===== src/rtl/seg_pkg.sv =====
// Shared definitions for the seven-segment display arbiter.
// Segment octets use bit index = segment index: bit 0 = a ... bit 6 = g, bit 7 = dp.
// Font entries are written in a..dp reading order and converted with seg_ad().
package seg_pkg;

  typedef enum logic [1:0] {
    IDLE = 2'd0,
    OWN0 = 2'd1,
    OWN1 = 2'd2
  } state_t;

  localparam int unsigned SEG_A  = 0;
  localparam int unsigned SEG_B  = 1;
  localparam int unsigned SEG_C  = 2;
  localparam int unsigned SEG_D  = 3;
  localparam int unsigned SEG_E  = 4;
  localparam int unsigned SEG_F  = 5;
  localparam int unsigned SEG_G  = 6;
  localparam int unsigned SEG_DP = 7;

  // Convert an octet written left-to-right as a,b,c,d,e,f,g,dp into bit-indexed form.
  function automatic logic [7:0] seg_ad(input logic [7:0] s);
    logic [7:0] r;
    for (int i = 0; i < 8; i++) r[i] = s[7-i];
    return r;
  endfunction

  localparam logic [7:0] SEG_BLANK = 8'h00;
  localparam logic [7:0] SEG_DASH  = seg_ad(8'b00000010);

  localparam logic [7:0] HEX_FONT [16] = '{
    seg_ad(8'b11111100), seg_ad(8'b01100000), seg_ad(8'b11011010), seg_ad(8'b11110010),
    seg_ad(8'b01100110), seg_ad(8'b10110110), seg_ad(8'b10111110), seg_ad(8'b11100000),
    seg_ad(8'b11111110), seg_ad(8'b11110110), seg_ad(8'b11101110), seg_ad(8'b00111110),
    seg_ad(8'b10011100), seg_ad(8'b01111010), seg_ad(8'b10011110), seg_ad(8'b10001110)
  };

endpackage


===== src/rtl/seg_display_arbiter_hex_to_seg.sv =====
// Combinational hex digit encoder.
// Ports: nib (hex digit), dp (decimal point), seg_c (segment octet, bit index = segment index).
module hex_to_seg
  import seg_pkg::*;
(
  input  logic [3:0] nib,
  input  logic       dp,
  output logic [7:0] seg_c
);

  always_comb begin
    seg_c         = HEX_FONT[nib];
    seg_c[SEG_DP] = dp;
  end

endmodule


===== src/rtl/seg_display_arbiter.sv =====
// Two-requester round-robin arbiter for a shared 4-digit seven-segment display,
// with minimum ownership time and hex encoding of the owner's value.
// Ports:
//   Clock, Reset      - rising-edge clock, synchronous active-high reset
//   Req[1:0]          - hold-style requests
//   Val0/Val1, Dp0/Dp1- per-requester 16-bit hex value and decimal points ([3]/[15:12] leftmost)
//   Gnt[1:0], Busy    - registered one-hot grant and "any grant held"
//   oct0..oct3        - registered segment octets, oct0 leftmost, bit index = segment (a=0..dp=7)
// Optional: define DISP_IDLE_BLINK_EN to blink a dash on all digits while idle.
module seg_display_arbiter
  import seg_pkg::*;
#(
  parameter int unsigned HOLD = 50000000,
  parameter int unsigned CW   = 26
) (
  input  logic        Clock,
  input  logic        Reset,
  input  logic [1:0]  Req,
  input  logic [15:0] Val0,
  input  logic [15:0] Val1,
  input  logic [3:0]  Dp0,
  input  logic [3:0]  Dp1,
  output logic [1:0]  Gnt,
  output logic        Busy,
  output logic [7:0]  oct0,
  output logic [7:0]  oct1,
  output logic [7:0]  oct2,
  output logic [7:0]  oct3
);

  state_t        state;
  state_t        nxt_c;
  logic [CW-1:0] cnt;
  logic          last_own;
  logic          at_hold_c;
  logic [7:0]    idle_oct_c;
  logic [15:0]   sel_val_c;
  logic [3:0]    sel_dp_c;
  logic [7:0]    enc_c [4];

`ifdef DISP_IDLE_BLINK_EN
  logic          blink;
  assign idle_oct_c = blink ? SEG_DASH : SEG_BLANK;
`else
  assign idle_oct_c = SEG_BLANK;
`endif

  assign at_hold_c = (cnt == CW'(HOLD - 1));

  // Owner's live data; in IDLE the encoder output is unused.
  assign sel_val_c = (state == OWN1) ? Val1 : Val0;
  assign sel_dp_c  = (state == OWN1) ? Dp1  : Dp0;

  for (genvar k = 0; k < 4; k++) begin : g_enc
    hex_to_seg u_hex (
      .nib   (sel_val_c[15-4*k -: 4]),
      .dp    (sel_dp_c[3-k]),
      .seg_c (enc_c[k])
    );
  end

  // Next-owner decision: voluntary release ignores hold, preemption needs full hold.
  always_comb begin
    nxt_c = state;
    case (state)
      IDLE: begin
        case (Req)
          2'b01:   nxt_c = OWN0;
          2'b10:   nxt_c = OWN1;
          2'b11:   nxt_c = last_own ? OWN0 : OWN1;
          default: nxt_c = IDLE;
        endcase
      end
      OWN0: begin
        if (!Req[0])                nxt_c = Req[1] ? OWN1 : IDLE;
        else if (Req[1] && at_hold_c) nxt_c = OWN1;
      end
      OWN1: begin
        if (!Req[1])                nxt_c = Req[0] ? OWN0 : IDLE;
        else if (Req[0] && at_hold_c) nxt_c = OWN0;
      end
      default: nxt_c = IDLE;
    endcase
  end

  // State, grant, hold counter, owner pointer and octet registers.
  always_ff @(posedge Clock) begin
    if (Reset) begin
      state    <= IDLE;
      Gnt      <= 2'b00;
      Busy     <= 1'b0;
      cnt      <= '0;
      last_own <= 1'b1;
      oct0     <= 8'h00;
      oct1     <= 8'h00;
      oct2     <= 8'h00;
      oct3     <= 8'h00;
`ifdef DISP_IDLE_BLINK_EN
      blink    <= 1'b0;
`endif
    end else begin
      state <= nxt_c;
      Gnt   <= (nxt_c == OWN0) ? 2'b01 : (nxt_c == OWN1) ? 2'b10 : 2'b00;
      Busy  <= (nxt_c != IDLE);

      if (nxt_c != state) begin
        cnt <= '0;
        if (nxt_c == OWN0) last_own <= 1'b0;
        if (nxt_c == OWN1) last_own <= 1'b1;
`ifdef DISP_IDLE_BLINK_EN
        if (nxt_c == IDLE) blink <= 1'b0;
`endif
      end else if (state != IDLE) begin
        if (!at_hold_c) cnt <= cnt + CW'(1);
      end else begin
`ifdef DISP_IDLE_BLINK_EN
        // Free-running idle counter; each wrap flips the dash.
        if (at_hold_c) begin
          cnt   <= '0;
          blink <= ~blink;
        end else begin
          cnt <= cnt + CW'(1);
        end
`else
        cnt <= '0;
`endif
      end

      if (state == IDLE) begin
        oct0 <= idle_oct_c;
        oct1 <= idle_oct_c;
        oct2 <= idle_oct_c;
        oct3 <= idle_oct_c;
      end else begin
        oct0 <= enc_c[0];
        oct1 <= enc_c[1];
        oct2 <= enc_c[2];
        oct3 <= enc_c[3];
      end
    end
  end

endmodule


===== config.mk =====
export PLATFORM = sky130hd
export DESIGN_NAME = seg_display_arbiter
export DESIGN_NICKNAME = d
export VERILOG_FILES = /design/src/rtl/seg_pkg.sv /design/src/rtl/seg_display_arbiter_hex_to_seg.sv /design/src/rtl/seg_display_arbiter.sv
export SDC_FILE = /design/constraint.sdc
export NUM_CORES = 1
export LEC_CHECK = 0
export ABC_AREA = 1
export CORE_MARGIN = 1
export CORE_UTILIZATION = 65
export DETAILED_ROUTE_END_ITERATION = 10
export DONT_BUFFER_PORTS = 1
export HOLD_SLACK_MARGIN = 0.08
export PLACE_DENSITY = 0.79
export SLEW_MARGIN = 20
export SYNTH_ARGS = -nofsm -noshare
export SYNTH_HDL_FRONTEND = slang
export SYNTH_HIERARCHICAL = 1
export SYNTH_SLANG_ARGS = --single-unit
export TNS_END_PERCENT = 10

===== constraint.sdc =====
create_clock -name Clock -period 6.1 [get_ports Clock]
set_input_delay 1.22 -clock Clock [delete_from_list [all_inputs] [get_ports Clock]]
set_output_delay 1.22 -clock Clock [all_outputs]
set_load 0.01 [all_outputs]

==> impl_metrics.yaml, run 1 <==
outcome:
  status: "complete, no violations"
worst_setup_path:
  end_kind: "flip-flop"
  worstPathRequired_ps: 6290
  critPathKind: "flip-flop to flip-flop"
  critical_path.top_delay_family: "simple AND/OR/NAND/NOR gates"
  r2r_cells: 11
  cpMaxStageDelayCell: "nand2_1"
  crit_arrival_ps: 2640
  cp_common_cell: "nand2_1"
  worst-path-buf-inv: 3
  slowest_delay_ps: 650
  cp-start-kind: "flip-flop"
  cp_num_cells: 11
  crit_fanout: 21
  path_cells: "inv_1 > nand2_1 > mux2_2 > inv_1 > ha_1 > nand2_1 > o21ai_0 > nand2_1 > nand2_1 > inv_1 > nor2_1"
synthesis:
  synth_nets: 655
  ys_types: 32
  ys_warn_count: 6
  syn_avg_cell_area_um2: 6.984
  async_reset_ff_share_pct: 0
  synth-edff-count: 0
  synth-compound-area-share_pct: 2.321
  synth_top_family_by_area: "simple AND/OR/NAND/NOR gates"
  yosys-top-cells-count: "nand2_1, nor2_1, inv_1, dfxtp_1, ha_1"
  netlist_top_cells_area: "dfxtp_1, nand2_1, ha_1"
  yosysTopAreaCell: "dfxtp_1"
  syn_area_mm2: 0.004044
  seq_area_frac_synth_pct: 31.68
  synth_top_cell_area_share_pct: 31.68
  yosys.cell_count.top_type: "nand2_1"
  synth-simple-area-share_pct: 35.21
  synth_mux_area_share_pct: 5.569
  synth.ff_latch_count: 64
  synthAdderAreaFrac_pct: 9.901
  synth_flop_cell: "dfxtp_1"
  synthXorXnorAreaFrac_pct: 4.115
  netlist_instances: 579
timing:
  setup_tns_ps: 0
  setup_viol_count_final: 0
  tightestPinTransition_ps: 982.0
  fmax_ghz: 0.4069
  hold_violations: 0
  post-route-period-util_pct: 40.29
  clock-skew-final_ps: 6.364
  rsz0062_at_grt: "no"
  drv_slew: 0
  max_slew_margin_pct: 34.46
  fin_crit_ps: 2458
grt:
  grt_start_max_net_pins: 33
  grt_pass1_wl_um: 11810
  gr-usage-all-layers_pct: 23.02
  grt_overflow: 0
  grt_pass1_vias: 2883
  antenna_found_initial: 0
detailed_routing:
  dr.pass1.iters: 4
  wl_per_cell_um: 10.94
  drt_iter0_markers: 144
  drtAntennaViolNets: 0
  routed_wirelength_um: 7132
  route.detailed.drc: 0
  viasPerCell: 4.966
  num_vias: 3238
clock_tree:
  cts_hold_buf: 0
  h-tree-depth: 3
  clock-sinks: 64
  root_buffer: "clkbuf_8"
  clockBufferDepth: 2
  post_cts_resized: 0
  cts_setup_buffers: 0
  cts_inserted_buffers: 9
  cts.reportedPaths.clkPinSlew_ps: 70
  clk_latency_ps: 330
  cts_tree: "done"
floorplan:
  die_x_um: 80.88
  die_area_mm2: 0.006541
  fp.dieH_um: 80.88
  start_util_pct: 67.90
  rows: 28
  fp.coreArea_mm2: 0.005956
  io_pins: 79
worst_hold_path:
  hold_depth: 2
  hold_path_class: "flip-flop to flip-flop"
power:
  p_leak_nw: 2.121
  irDropWorstVdd_mv: 0.1783
  powerDensity_mw_per_mm2: 277.7
run:
  maxCapViolations: 0
placed_design:
  gp_congestion: 0.8950
  dpl.hpwl_um: 5322
  post_dp_cell_area_mm2: 0.004026
  place_inst: 637
  portBuffers: 0
cells_and_area:
  fin_nets: 649
  utilization_pct: 71.30
  n_antenna_cell: 0
  finalNonFillerCells: 652
  area_growth_pct: 5.012
  drive_above_1_share_pct: 12.13
  finalInstanceArea_mm2: 0.004247
==> cells in the final DEF, fill, tap and decap left out, types with 7 or more instances in the layout <==
cell,synthesis,final
inv_1,85,85
dfxtp_1,64,64
nand4_1,7,7
nand3_1,27,27
nand2_2,8,8
nor2_1,87,87
o21ai_0,11,11
ha_1,32,32
xor2_1,16,16
nand2_1,159,159
mux2_2,20,20
clkbuf_8,0,11
==> path summary, 6_finish.rpt <==
kind              slack [ps]        to  startpoint
hold reg to reg          490  last_own    last_own
setup / recovery        3640   oct1[3]    state[0]
setup reg to reg        3640   oct1[3]    state[0]
hold / removal           490  last_own    last_own
==> kinds of logic after synthesis <==
kind of cell / Yosys count
compound gates: 18
xor+xnor: 19
fa+ha+maj: 32
buf+inv: 108
flops: 64
mux: 20
simple gates: 318
==> power breakdown <==
part	internal [mW]	leakage [nW]	switching, mW	total (mW)
Combinational	0.104	1.49	0.186	0.290
Clock	0.250	0.112	0.150	0.400
Sequential	0.456	0.521	0.0328	0.489
==> cell type report <==
type / count / area [µm²]
clock buffer: 12 / 155.1
clock inverter: 3 / 65.06
fill: 485 / 1709
inverter: 91 / 341.6
multi-input combinational: 407 / 2310
sequential: 64 / 1281
tap: 75 / 93.84
==> metal layers <==
layer  global-route usage (%)  wire length, µm  part of all wire (%)  vias up
li1                         -                -                     -     1744
met1                    27.46             3317                    47     1406
met2                    38.82             3371                    47       78
met3                    4.719              335                   4.7       10
met4                    11.96              108                   1.5        0
met5                        0                0                     0        -
==> flip-flops by register name, indices dropped and copies added, names as in the netlist <==
register	count
cnt	26
oct0	8
oct1	8
oct2	8
oct3	8
Gnt	2
state	2
Busy	1
last_own	1
==> tightest hold or removal path, cell delays in order, from the launching register on <==
cell	delay [ps]
dfxtp_1	340
nand2_1	60
nand3_1	60
==> metrics by stage <==
step | setup slack (ps) | power [mW] | hold slack (ps)
floorplan | 3729 | 0.7475 | 429.1
global placement | 3681 | 0.7801 | 446.9
detailed placement | 3615 | 0.7864 | 469.5
CTS | 3629 | 1.189 | 487.9
global route | 3447 | 1.253 | 509.7
finish | 3642 | 1.179 | 486.3
Power figures use the tool's default switching activity.
==> inputs of run 2 (changes only) <==
--- a/config.mk
+++ b/config.mk
@@ -7,11 +7,11 @@
 export LEC_CHECK = 0
 export ABC_AREA = 1
 export CORE_MARGIN = 1
-export CORE_UTILIZATION = 65
+export CORE_UTILIZATION = 58
 export DETAILED_ROUTE_END_ITERATION = 10
 export DONT_BUFFER_PORTS = 1
 export HOLD_SLACK_MARGIN = 0.08
-export PLACE_DENSITY = 0.79
+export PLACE_DENSITY = 0.74
 export SLEW_MARGIN = 20
 export SYNTH_ARGS = -nofsm -noshare
 export SYNTH_HDL_FRONTEND = slang
==> constraint.sdc (replaced) <==
create_clock -name Clock -period 2.2 [get_ports Clock]
set_input_delay 0.44 -clock Clock [delete_from_list [all_inputs] [get_ports Clock]]
set_output_delay 0.44 -clock Clock [all_outputs]
set_load 0.01 [all_outputs]
==> impl_metrics.yaml, run 2 (synthesized netlist as in run 1, its figures left out) <==
placed_design:
  place_inst: 646
  gp_congestion: 0.9448
  portBuffers: 0
  pre_cts_slack_ps: 72.78
  dpl.hpwl_um: 5857
cells_and_area:
  final_cell_mix: "nand2_1, nor2_1, inv_1"
  n_antenna_cell: 0
  fin_nets: 653
  utilization_pct: 63.19
  largest_reg_flops: 26
  regMostFlops: "cnt"
  layout_commonest_cell: "nand2_1"
  finalNonFillerCells: 662
  drive_above_1_share_pct: 13.92
  area_growth_pct: 5.569
clock_tree:
  clockBufferDepth: 2
  cts_tree: "done"
  h-tree-depth: 3
  cts.reportedPaths.clkPinSlew_ps: 60
  cts_inserted_buffers: 9
  clk_latency_ps: 330
  clock-sinks: 64
  root_buffer: "clkbuf_8"
detailed_routing:
  drtAntennaViolNets: 0
  routed_wirelength_um: 7747
  viasPerCell: 4.937
  wl_per_cell_um: 11.70
  route.detailed.drc: 0
  drt_iter0_markers: 137
  dr.pass1.iters: 4
  num_vias: 3268
floorplan:
  die_area_mm2: 0.007310
  io_pins: 79
  rows: 30
  die_x_um: 85.50
  fp.dieH_um: 85.50
  start_util_pct: 59.85
  fp.coreArea_mm2: 0.006756
worst_setup_path:
  critPathKind: "flip-flop to flip-flop"
  crit_fanout: 20
  crit_arrival_ps: 2200
  cp-start-kind: "flip-flop"
  end_kind: "flip-flop"
  worstPathRequired_ps: 2390
timing:
  fmax_ghz: 0.4959
  max_slew_margin_pct: 34.96
  rsz0062_at_grt: "no"
  tightestPinTransition_ps: 974.5
  setup_tns_ps: 0
  fin_crit_ps: 2016
  worst_slack_ps: 183.6
  setup_viol_count_final: 0
  post-route-period-util_pct: 91.66
  drv_slew: 0
  hold_violations: 0
  clock-skew-final_ps: 4.401
grt:
  grt_overflow: 0
  grt_start_max_net_pins: 33
  grt_pass1_wl_um: 13210
  grt_pass1_vias: 3073
  antenna_found_initial: 0
  gr-usage-all-layers_pct: 22.62
power:
  power.total_mw: 3.130
  powerDensity_mw_per_mm2: 733.1
  irDropWorstVdd_mv: 0.4121
  p_leak_nw: 2.127
outcome:
  status: "complete, no violations"
worst_hold_path:
  hold_path_class: "primary input to flip-flop"
run:
  maxCapViolations: 0
[run 2: report_power, final]
part	internal (mW)	switching, mW	total [mW]
Clock	0.518	0.418	0.937
Sequential	1.26	0.0947	1.36
Combinational	0.302	0.531	0.834
[run 2: layout make-up]
cell class	count	area [µm²]
flip-flops and latches	64	1284
clock inverters	4	45.04
clock buffers	12	135.1
inverters	91	341.6
multi-input cells	407	2321
fillers	608	2487
repair buffers	4	42.54
well taps	80	100.1
[run 2: critical path, cell delays in order (launching register included)]
cell	delay, ps
dfxtp_1	320
inv_1	110
nand2_2	120
buf_12	170
mux2_2	400
inv_1	150
ha_1	250
nand2_1	80
o21ai_0	80
nand2_1	60
nand2_1	50
inv_1	40
nor2_1	30
[run 2: path summary, 6_finish.rpt]
check	startpoint	end	slack (ps)	cells after the start
hold reg to reg	last_own	last_own	490	2
hold / removal	Reset	state[0]	170	1
setup reg to reg	state[0]	oct0[3]	180	12
setup / recovery	state[0]	oct0[3]	180	12
[run 2: per-layer routing]
metal | global-route usage, % | share of wire [%]
met5 | 0 | 0
met4 | 10.00 | 1.9
met3 | 6.545 | 4.5
met2 | 38.11 | 48
met1 | 26.82 | 46
[run 2: metrics by stage]
step           hold WS [ps]  cell area, µm²
3_3_place_gp          452.1            4075
3_5_place_dp          464.8            4075
6_report              170.2            4269
5_1_grt               147.5            4269
2_1_floorplan         429.1            4044
4_1_cts               156.6            4255
[run 2: timing repair]
item,in CTS,in global routing
setup endpoints to repair,0,6
hold buffers,0,0
gates resized for setup,0,9
buffers inserted,0,0
